**src/rtl/amp_spi_responder.sv**
```systemverilog
// rtl/amp_spi_responder.sv - SPI gain responder: oversampled receive, readback of held gain word
module amp_spi_responder #(
    parameter int               WIDTH      = 8,
    parameter logic [WIDTH-1:0] RESET_GAIN = '0
) (
    input  logic               CLK50MHZ,
    input  logic               RST,
    input  logic               spi_sck,
    input  logic               spi_mosi,
    input  logic               amp_cs,
    input  logic               amp_shdn,
    output logic               amp_dout,
    output logic [WIDTH/2-1:0] gain_a,
    output logic [WIDTH/2-1:0] gain_b,
    output logic               gain_update,
    output logic               frame_err
);

    localparam int            HALF     = WIDTH / 2;
    localparam int            CW       = $clog2(2 * WIDTH);
    localparam logic [CW-1:0] CNT_MAX  = CW'(2 * WIDTH - 1);
    localparam logic [CW-1:0] CNT_FULL = CW'(WIDTH);

    typedef enum logic {
        IDLE,
        SHIFT
    } state_t;

    state_t state, state_nxt;

    // [0],[1] synchronizer stages, [2] history flop for edge detection
    logic [2:0] sck_q, mosi_q, cs_q;

    logic [WIDTH-1:0] gain_q;
    logic [WIDTH-1:0] shift_reg;
    logic [WIDTH-1:0] rx_reg;
    logic [CW-1:0]    bit_cnt;

    logic sck_rise, sck_fall, cs_rise, cs_fall;

    assign sck_rise = sck_q[1] & ~sck_q[2];
    assign sck_fall = ~sck_q[1] & sck_q[2];
    assign cs_rise  = cs_q[1] & ~cs_q[2];
    assign cs_fall  = ~cs_q[1] & cs_q[2];

    assign gain_b = gain_q[WIDTH-1:HALF];
    assign gain_a = gain_q[HALF-1:0];

    always_ff @(posedge CLK50MHZ or negedge RST) begin
        if (!RST) begin
            sck_q  <= '0;
            mosi_q <= '0;
            cs_q   <= '0;
        end else begin
            sck_q  <= {sck_q[1:0], spi_sck};
            mosi_q <= {mosi_q[1:0], spi_mosi};
            cs_q   <= {cs_q[1:0], amp_cs};
        end
    end

    always_ff @(posedge CLK50MHZ or negedge RST) begin
        if (!RST) begin
            state <= IDLE;
        end else begin
            state <= state_nxt;
        end
    end

    always_comb begin
        state_nxt = state;
        case (state)
            IDLE:    if (cs_fall) state_nxt = SHIFT;
            SHIFT:   if (cs_rise) state_nxt = IDLE;
            default: state_nxt = IDLE;
        endcase
    end

    always_ff @(posedge CLK50MHZ or negedge RST) begin
        if (!RST) begin
            gain_q      <= RESET_GAIN;
            shift_reg   <= '0;
            rx_reg      <= '0;
            bit_cnt     <= '0;
            amp_dout    <= 1'b0;
            gain_update <= 1'b0;
            frame_err   <= 1'b0;
        end else begin
            gain_update <= 1'b0;
            frame_err   <= 1'b0;
            if (state == IDLE) begin
                if (cs_fall) begin
                    shift_reg <= gain_q;
                    bit_cnt   <= '0;
                    amp_dout  <= gain_q[WIDTH-1];
                end
            end else begin
                // chip-select close takes priority over a coincident sck edge
                if (cs_rise) begin
                    amp_dout <= 1'b0;
                    if (bit_cnt == CNT_FULL) begin
                        gain_update <= 1'b1;
                        gain_q      <= rx_reg;
                    end else begin
                        frame_err <= 1'b1;
                    end
                end else if (sck_rise) begin
                    rx_reg <= {rx_reg[WIDTH-2:0], mosi_q[1]};
                    if (bit_cnt != CNT_MAX) begin
                        bit_cnt <= bit_cnt + CW'(1);
                    end
                end else if (sck_fall) begin
                    shift_reg <= {shift_reg[WIDTH-2:0], 1'b0};
                    amp_dout  <= shift_reg[WIDTH-2];
                end
            end
            // shutdown overrides any frame latch in the same cycle
            if (amp_shdn) begin
                gain_q <= RESET_GAIN;
            end
        end
    end

endmodule

```
**config.mk**
```make
export PLATFORM = sky130hd
export DESIGN_NAME = amp_spi_responder
export DESIGN_NICKNAME = d
export VERILOG_FILES = /design/src/rtl/amp_spi_responder.sv
export SDC_FILE = /design/constraint.sdc
export NUM_CORES = 1
export LEC_CHECK = 0
export ABC_AREA = 1
export CAP_MARGIN = 20
export CORE_MARGIN = 8
export CORE_UTILIZATION = 55
export CTS_CLUSTER_DIAMETER = 60
export DETAILED_ROUTE_END_ITERATION = 8
export PLACE_DENSITY = 0.81
export SETUP_SLACK_MARGIN = 0.2
export SLEW_MARGIN = 10
export SYNTH_ARGS = -nofsm -noshare
export SYNTH_HDL_FRONTEND = slang
export SYNTH_SLANG_ARGS = --single-unit
```
**constraint.sdc**
```tcl
create_clock -name CLK50MHZ -period 2.1 [get_ports CLK50MHZ]
set_input_delay 0.42 -clock CLK50MHZ [delete_from_list [all_inputs] [get_ports CLK50MHZ]]
set_output_delay 0.42 -clock CLK50MHZ [all_outputs]
set_load 0.05 [all_outputs]
```
==> reports/qor.csv, run 1 <==
stage,metric,value,unit
finish,final_cell_count_no_fill,252,
synthesis,synthDistinctLibCells,24,
synthesis,synth_area_leaders,"dfrtp_1 (57%), nand2_1 (21%), inv_1 (2.4%), nor2_1 (2.4%), nand3_1 (1.8%)",
place,gp_congestion,0.782,
place,dpl.hpwl,2310,um
setup_path,cp_top_family,buffers and inverters,
floorplan,die_h,71.7,um
timing,fin_tns_setup,0,ns
routing,vias,1265,
global_routing,grt.met1_usage,17.1,%
routing,ant_nets,0,
finish,drive_gt1_share,11.9,%
synthesis,synthArstFlopShare,100,%
timing,period_share,81.4,%
floorplan,die_w,71.7,um
global_routing,grtUsageMet3,3.35,%
setup_path,cp.buffers_inverters,1,
timing,max_freq,585,MHz
global_routing,grt_max_degree,25,
cts,cts_buffer_depth,2,
setup_path,crit_type,reg2out,
timing,period_needed,1.71,ns
synthesis,ys_seq_area_share,57.2,%
setup_path,cp-end-kind,output pin,
timing,worst_slew_pin_slew,0.501,ns
floorplan,rows,20,
finish,nets,226,
routing,wire_per_inst,12.7,um
place,place_inst,244,
timing,skew,0.0108,ns
global_routing,grt_pass1_vias,1200,
run,cap_violations,0,
synthesis,synthFlopType,dfrtp_1,
routing,drtIter0Drc,65,
global_routing,grt_overflow_total,0,
setup_path,slowest_stage,dlygate4sd2_1,
finish,diodes,0,
cts,htree_num_levels,2,
timing,finalHoldViolCount,0,
setup_path,crit_required,1.68,ns
floorplan,initial_core_util,56.8,%
cts,cts_tree,built,
setup_path,cp-start-kind,register,
setup_path,cp_slowest_stage_delay,0.54,ns
floorplan,die_area,5140,sq um
global_routing,antenna_found_initial,0,
synthesis,synth-warning-count,0,
synthesis,netlist_instances,197,
timing,hold_ws,0.0222,ns
routing,avgViaCountPerCell,5.02,
run_status,status,"finished, final reports clean",
min_path,min_path_type,in2async,
timing,rsz0062_at_grt,no,
synthesis,syn_nets,205,
global_routing,gr-usage-met2,20.7,%
place,numPortBuffers,16,
cts,insertion_delay,0.34,ns
setup_path,cp_max_fo,3,
global_routing,grt_busiest_layer,met2,
power,p_leak,1.08,nW
setup_path,path_cells,dlygate4sd2_1,
cts,cts_hold_buf,0,
routing,drc,0,
routing,routed_wl,3190,um
synthesis,ys_ff_latch,39,
timing,slew_headroom,66.6,%
cts,numCtsBuffers,5,
timing,setup_violations,0,
synthesis,synth_top_area_share,57.2,%
global_routing,grt.total_usage,13.4,%
cts,path_clk_slew,0.12,ns
power,powerDensity,776,nW/um^2
timing,maxSlewViolCount,0,
global_routing,grt_pass1_wl,5410,um
cts,root_buffer,clkbuf_4,
routing,first_pass_iters,4,
setup_path,arrival,1.29,ns
synthesis,syn-cell-area,1710,sq um
finish,area_growth,13.2,%
synthesis,synth-edff-count,0,
cts,clock-sinks,39,
synthesis,yosys.area.top_type,dfrtp_1,
power,vdd_ir_drop_max,0.550,mV
floorplan,ios,17,
floorplan,core,3000,sq um
synthesis,synth.avg_cell_area,8.66,sq um
==> worst paths after layout <==
kind / slack, ns / depth (start not counted) / from / endpoint
worst max register to register: 0.61 / 6 / bit_cnt[0] / gain_q[5]
worst min-delay path: 0.02 / 1 / RST / gain_q[0]
worst min register to register: 0.36 / 0 / sck_q[0] / sck_q[1]
max in group asynchronous: 1.56 / 2 / RST / state
worst max-delay path: 0.39 / 1 / gain_q[0] / gain_a[0]
min in group CLK50MHZ: 0.36 / 0 / sck_q[0] / sck_q[1]
==> power breakdown <==
| part | leakage (nW) | switching [mW] | internal (mW) |
|---|---|---|---|
| registers | 0.506 | 0.0676 | 0.832 |
| logic | 0.547 | 0.145 | 0.0814 |
| clock network | 0.0282 | 0.244 | 0.129 |
==> cells by family (layout without fill, tap and decap cells) <==
kind of cell	Yosys count	in the layout	synth area share, %
flip-flops	39	39	57.2
AO/OA/AOI/OAI	12	12	4.47
AND/OR/NAND/NOR	125	125	31.8
buffers and inverters	19	41	5.06
adder cells (fa/ha/maj)	2	2	1.47
==> through the flow <==
| stage | util (%) | area, sq um | setup WS (ns) | power [mW] |
|---|---|---|---|---|
| finish | 64.3 | 1930 | 0.390 | 1.50 |
| global route | 64.3 | 1930 | 0.346 | 1.59 |
| CTS | 64.3 | 1930 | 0.386 | 1.51 |
| detailed placement | 63.0 | 1890 | 0.499 | 1.14 |
| global placement | 63.0 | 1890 | 0.523 | 1.13 |
| floorplan | - | 1710 | 0.884 | 1.07 |
==> cell type report <==
cell class	count	area (sq um)
clock buffer	6	41.3
clock inverter	2	12.5
fill	272	1070
inverter	14	52.6
multi-input combinational	139	644
sequential	39	976
tap	33	41.3
timing repair buffer	19	164
==> timing repair <==
action | CTS | global route
gates resized for setup | 11 | 0
setup buffers | 0 | 0
endpoints found under the setup margin | 11 | 0
==> cells in the final DEF (no fill, tap or decap) <==
master           netlist  routed
a21oi_1                4       4
a21oi_4                1       1
a31oi_1                1       1
buf_2                  3       1
buf_4                  1       3
clkbuf_1               0       1
clkbuf_4               0       5
clkdlybuf4s50_1        0       4
clkinv_2               0       1
clkinvlp_4             0       1
dfrtp_1               39      39
dlygate4sd2_1          0      11
ha_1                   2       2
inv_1                 11      11
inv_2                  3       3
nand2_1               95      95
nand2_2                2       2
nand2_4                1       1
nand3_1                6       6
nand3_2                2       2
nand3b_1               1       1
nand4_1                2       2
nor2_1                11      11
nor2_2                 2       2
nor2_4                 2       2
nor3_4                 1       1
o21ai_0                1       1
o21ai_1                4       4
o21ai_2                1       1
==> routing by layer <==
| metal | share of wire (%) | vias to the layer above |
|---|---|---|
| li1 | - | 647 |
| met1 | 49 | 590 |
| met2 | 46 | 21 |
| met3 | 3.5 | 7 |
| met4 | 1.9 | 0 |
| met5 | 0 | - |
==> synth_stat cells (2+ instances only) <==
cell type  number
inv_1          11
nand4_1         2
nand3_1         6
nor2_2          2
dfrtp_1        39
o21ai_1         4
inv_2           3
nor2_4          2
a21oi_1         4
nand3_2         2
nand2_1        95
nand2_2         2
ha_1            2
nor2_1         11
buf_2           3
No activity file was read; power rests on OpenSTA's default activity.
==> run 2, diff against run 1 <==
==> constraint.sdc (replaced) <==
create_clock -name CLK50MHZ -period 1.7 [get_ports CLK50MHZ]
set_input_delay 0.34 -clock CLK50MHZ [delete_from_list [all_inputs] [get_ports CLK50MHZ]]
set_output_delay 0.34 -clock CLK50MHZ [all_outputs]
set_load 0.05 [all_outputs]
==> run 2 against run 1 <==
  * Critical path depth increased by 5
  * Clock skew decreased by 0.0065 ns
  * Final cell count decreased by 0.40%
  * Utilization increased by 0.54 points
  * Global-route usage decreased by 0.26 points
  * Worst hold slack got worse by 0.018 ns
==> reports/qor.csv, run 2 (synthesis gave the netlist of run 1 again) <==
stage,metric,value,unit
run_status,status,"finished, final reports clean",
routing,avgViaCountPerCell,5.06,
routing,first_pass_iters,4,
setup_path,cp-end-kind,register,
routing,wire_per_inst,12.1,um
timing,worst_slew_pin_slew,0.471,ns
cts,clock-sinks,39,
floorplan,ios,17,
finish,stdcell_area,1950,sq um
floorplan,core,3000,sq um
routing,routed_wl,3050,um
setup_path,reg2reg_from,bit_cnt[0],
routing,ant_nets,0,
setup_path,path_cells,inv_1 > ha_2 > nand3_2 > nor3_4 > nand2_1 > nand2_1,
setup_path,slowest_stage,dfrtp_2,
setup_path,cpMostUsedCell,nand2_1,
min_path,min_path_type,in2async,
floorplan,die_w,71.7,um
setup_path,crit_path_start,bit_cnt[0],
timing,finalHoldViolCount,0,
setup_path,cp_slowest_stage_delay,0.46,ns
cts,cts_tree,built,
cts,root_buffer,clkbuf_4,
timing,maxSlewViolCount,0,
finish,layout_common_cells,"nand2_1 (95), dfrtp_1 (38), buf_4 (14)",
timing,rsz0062_at_grt,no,
floorplan,die_area,5140,sq um
global_routing,grt_pass1_wl,5270,um
routing,drc,0,
power,p_leak,1.06,nW
global_routing,grt.total_usage,13.2,%
finish,nets,226,
setup_path,crit_required,2.00,ns
finish,drive_gt1_share,17.9,%
global_routing,antenna_found_initial,0,
cts,insertion_delay,0.35,ns
cts,path_clk_slew,0.11,ns
timing,setup_violations,0,
place,numPortBuffers,16,
power,vdd_ir_drop_max,0.781,mV
setup_path,cp_top_family,simple AND/OR/NAND/NOR gates,
floorplan,initial_core_util,56.8,%
finish,layout_commonest_cell,nand2_1,
place,dpl.hpwl,2230,um
cts,numCtsBuffers,5,
timing,max_freq,729,MHz
global_routing,grt_pass1_vias,1213,
timing,period_share,80.7,%
timing,slew_headroom,68.6,%
cts,cts_setup_buffers,0,
power,powerDensity,1030,nW/um^2
setup_path,crit_type,reg2reg,
setup_path,cp_max_fo,8,
run,cap_violations,0,
floorplan,rows,20,
setup_path,cp.buffers_inverters,1,
timing,fin_tns_setup,0,ns
global_routing,grt_max_degree,40,
finish,diodes,0,
place,gp_congestion,0.782,
routing,drtIter0Drc,88,
cts,htree_num_levels,2,
setup_path,arrival,1.67,ns
setup_path,cp-start-kind,register,
cts,cts_buffer_depth,2,
global_routing,grt_overflow_total,0,
place,placed_cell_area,1860,sq um
timing,skew,0.00431,ns
routing,vias,1270,
finish,area_growth,14.1,%
floorplan,die_h,71.7,um
timing,period_needed,1.37,ns
run 2: area by class of cell:
class	count	area, sq um
Clock inverter	2	37.5
Fill cell	260	1050
Clock buffer	5	37.5
Inverter	14	52.6
Multi-Input combinational cell	139	652
Timing Repair Buffer	19	150
Tap cell	33	41.3
Sequential cell	39	977
run 2: what timing repair did:
| action | CTS | global route |
|---|---|---|
| gates resized for setup | 0 | 3 |
| hold buffers | 0 | 0 |
| setup endpoints to repair | 0 | 8 |
run 2: path summary, 6_finish.rpt:
kind                              end  slack, ns  cells past startpoint
min in group CLK50MHZ        sck_q[1]       0.36                      0
max in group asynchronous  bit_cnt[0]       1.34                      2
min reg2reg                  sck_q[1]       0.36                      0
max reg2reg                 gain_q[1]       0.33                      6
min                          sck_q[0]      0.004                      2
max                         gain_q[1]       0.33                      6
run 2: worst register-to-register path, cell delays in order, from the launching register on:
cell	delay [ns]
dfrtp_2	0.46
inv_1	0.08
ha_2	0.18
nand3_2	0.12
nor3_4	0.28
nand2_1	0.11
nand2_1	0.08
run 2: per-layer routing:
layer,share of wire (%),global-route usage [%],up-vias,routed length [um]
met1,46,15.2,588,1390
met5,0,0,-,0
met2,48,21.2,27,1460
li1,-,-,650,-
met4,1.5,6.12,0,47
met3,5.0,4.88,5,151
run 2: power by group:
group	switching [mW]	leakage (nW)	total, mW	internal [mW]
Combinational	0.178	0.517	0.285	0.107
Sequential	0.0814	0.504	1.11	1.03
Clock	0.306	0.0373	0.607	0.301
run 2: metrics by stage:
| stage | worst slack, ns | cells | utilization [%] | power (mW) | hold slack [ns] |
|---|---|---|---|---|---|
| 3_3_place_gp | 0.333 | 244 | 62.1 | 1.40 | 0.332 |
| 6_report | 0.329 | 251 | 64.9 | 2.00 | 0.00439 |
| 5_1_grt | 0.186 | 251 | 64.9 | 2.11 | 0.0352 |
| 2_1_floorplan | 0.484 | 197 | - | 1.32 | 0.0444 |
| 3_5_place_dp | 0.267 | 244 | 62.1 | 1.41 | 0.336 |
| 4_1_cts | 0.251 | 251 | 64.6 | 2.00 | 0.0203 |
==> run 3, diff against run 2 <==
==> constraint.sdc (replaced) <==
create_clock -name CLK50MHZ -period 1.4 [get_ports CLK50MHZ]
set_input_delay 0.28 -clock CLK50MHZ [delete_from_list [all_inputs] [get_ports CLK50MHZ]]
set_output_delay 0.28 -clock CLK50MHZ [all_outputs]
set_load 0.05 [all_outputs]
==> run 3 against run 2 <==
  * Register-to-register slack got worse by 0.29 ns
  * Non-clock buffer count increased by 24
  * Worst hold slack gained 0.36 ns
  * Clock-buffer cell count rose by 1
  * Largest power group unchanged
==> reports/qor.csv, run 3 (synthesis gave the netlist of run 1 again) <==
stage,metric,value,unit
floorplan,ios,17,
setup_path,crit_required,1.69,ns
place,gp_congestion,0.816,
cts,cts_tree,built,
cts,root_buffer,clkbuf_4,
routing,first_pass_iters,4,
floorplan,die_h,71.7,um
cts,cts_buffer_depth,2,
routing,avgViaCountPerCell,5.38,
floorplan,rows,20,
timing,max_freq,734,MHz
floorplan,die_w,71.7,um
timing,period_needed,1.36,ns
power,powerDensity,1130,nW/um^2
power,p_leak,1.24,nW
global_routing,grt_pass1_vias,1451,
global_routing,antenna_found_initial,0,
finish,layout_commonest_cell,nand2_1,
routing,drtIter0Drc,129,
setup_path,crit_type,reg2reg,
setup_path,cp_slowest_stage_delay,0.45,ns
finish,drive_gt1_share,31.1,%
cts,insertion_delay,0.35,ns
setup_path,cpMostUsedCell,nand2_1,
timing,skew,0.0146,ns
finish,area_growth,38.6,%
finish,layout_common_cells,"nand2_1 (87), dfrtp_1 (38), buf_4 (25)",
timing,slew_headroom,68.7,%
finish,diodes,0,
timing,hold_ws,0.362,ns
cts,path_clk_slew,0.12,ns
routing,routed_wl,4340,um
min_path,min_path_type,reg2reg,
floorplan,die_area,5140,sq um
global_routing,grt_pass1_wl,6470,um
routing,wire_per_inst,15.7,um
run_status,status,"finished, final reports clean",
timing,maxSlewViolCount,0,
run,cap_violations,0,
min_path,min_path_cells,0,
power,vdd_ir_drop_max,0.937,mV
setup_path,r2r_cells,6,
routing,drc,0,
setup_path,cp-end-kind,register,
setup_path,slowest_stage,dfrtp_1,
cts,htree_num_levels,2,
place,numPortBuffers,16,
place,dpl.hpwl,2350,um
setup_path,path_cells,inv_2 > ha_4 > nand3_4 > nor3_4 > nand2_1 > nand2_1,
setup_path,arrival,1.66,ns
timing,finalHoldViolCount,0,
finish,n_fill_cell,172,
floorplan,initial_core_util,56.8,%
timing,worst_slew_pin_slew,0.469,ns
global_routing,grt_max_degree,40,
global_routing,grt.total_usage,16.2,%
routing,vias,1489,
finish,nets,251,
timing,period_share,97.4,%
finish,final_util,78.8,%
cts,numCtsBuffers,5,
setup_path,cp_max_fo,8,
global_routing,grt_overflow_total,0,
cts,clock-sinks,39,
setup_path,cp-start-kind,register,
timing,rsz0062_at_grt,yes,
floorplan,core,3000,sq um
timing,setup_violations,0,
routing,ant_nets,0,
## run 3: cell count changes in the layout (fill, tap and decap cells not counted), sizes merged
cell,change
buf,+23
clkbuf,+1
clkinv,+1
clkinvlp,-1
dlygate4sd3,+1
nand3,+1
## run 3: repair_timing
action,CTS,global route
gates resized for setup,13,10
hold buffers,1,0
buffers inserted,14,7
hold endpoints to repair,39,0
endpoints found under the setup margin,34,38
cloned,0,1
pin swaps,7,19
## run 3: layout make-up
type	count	area (sq um)	area share (%)
timing repair buffer	43	474	20.0
tap	33	41.3	1.75
sequential	39	977	41.3
inverter	14	52.6	2.22
clock buffer	6	51.3	2.17
clock inverter	2	35.0	1.48
multi-input combinational	140	734	31.0
## run 3: path summary, 6_finish.rpt
kind                             endpoint  slack (ns)       start
worst max register to register  gain_q[5]        0.04  bit_cnt[1]
worst min register to register   sck_q[1]        0.36    sck_q[0]
worst max-delay path            gain_q[5]        0.04  bit_cnt[1]
max in group asynchronous         cs_q[1]        0.54         RST
min in group asynchronous       gain_q[0]        0.50         RST
worst min-delay path             sck_q[1]        0.36    sck_q[0]
## run 3: layer usage
metal	vias up	global-route usage (%)	routed length [um]
met5	-	0	0
met4	0	8.39	61
met3	11	4.32	261
met2	44	27.0	2240
met1	730	18.4	1770
li1	704	-	-
## run 3: power breakdown
part	leakage, nW	switching (mW)	internal [mW]
combinational	0.684	0.298	0.239
clock	0.0482	0.364	0.422
sequential	0.505	0.106	1.25
total	1.24	0.768	1.91
## run 3: stage by stage
stage	TNS (ns)	setup slack [ns]	area, sq um	total power [mW]	cells
floorplan	0	0.184	1710	1.61	197
global placement	0	0.0728	2020	1.72	246
detailed placement	0	0.00584	2020	1.75	246
CTS	0	0.125	2270	2.62	269
global route	-0.0366	-0.0366	2370	2.81	277
finish	0	0.0367	2370	2.68	277
## run 3: worst max-delay path, delay by kind of cell (launching register included)
family        cells  cell delay (ns)
fa+ha+maj         1             0.14
buf+inv           1             0.08
flops             1             0.45
simple gates      4             0.62
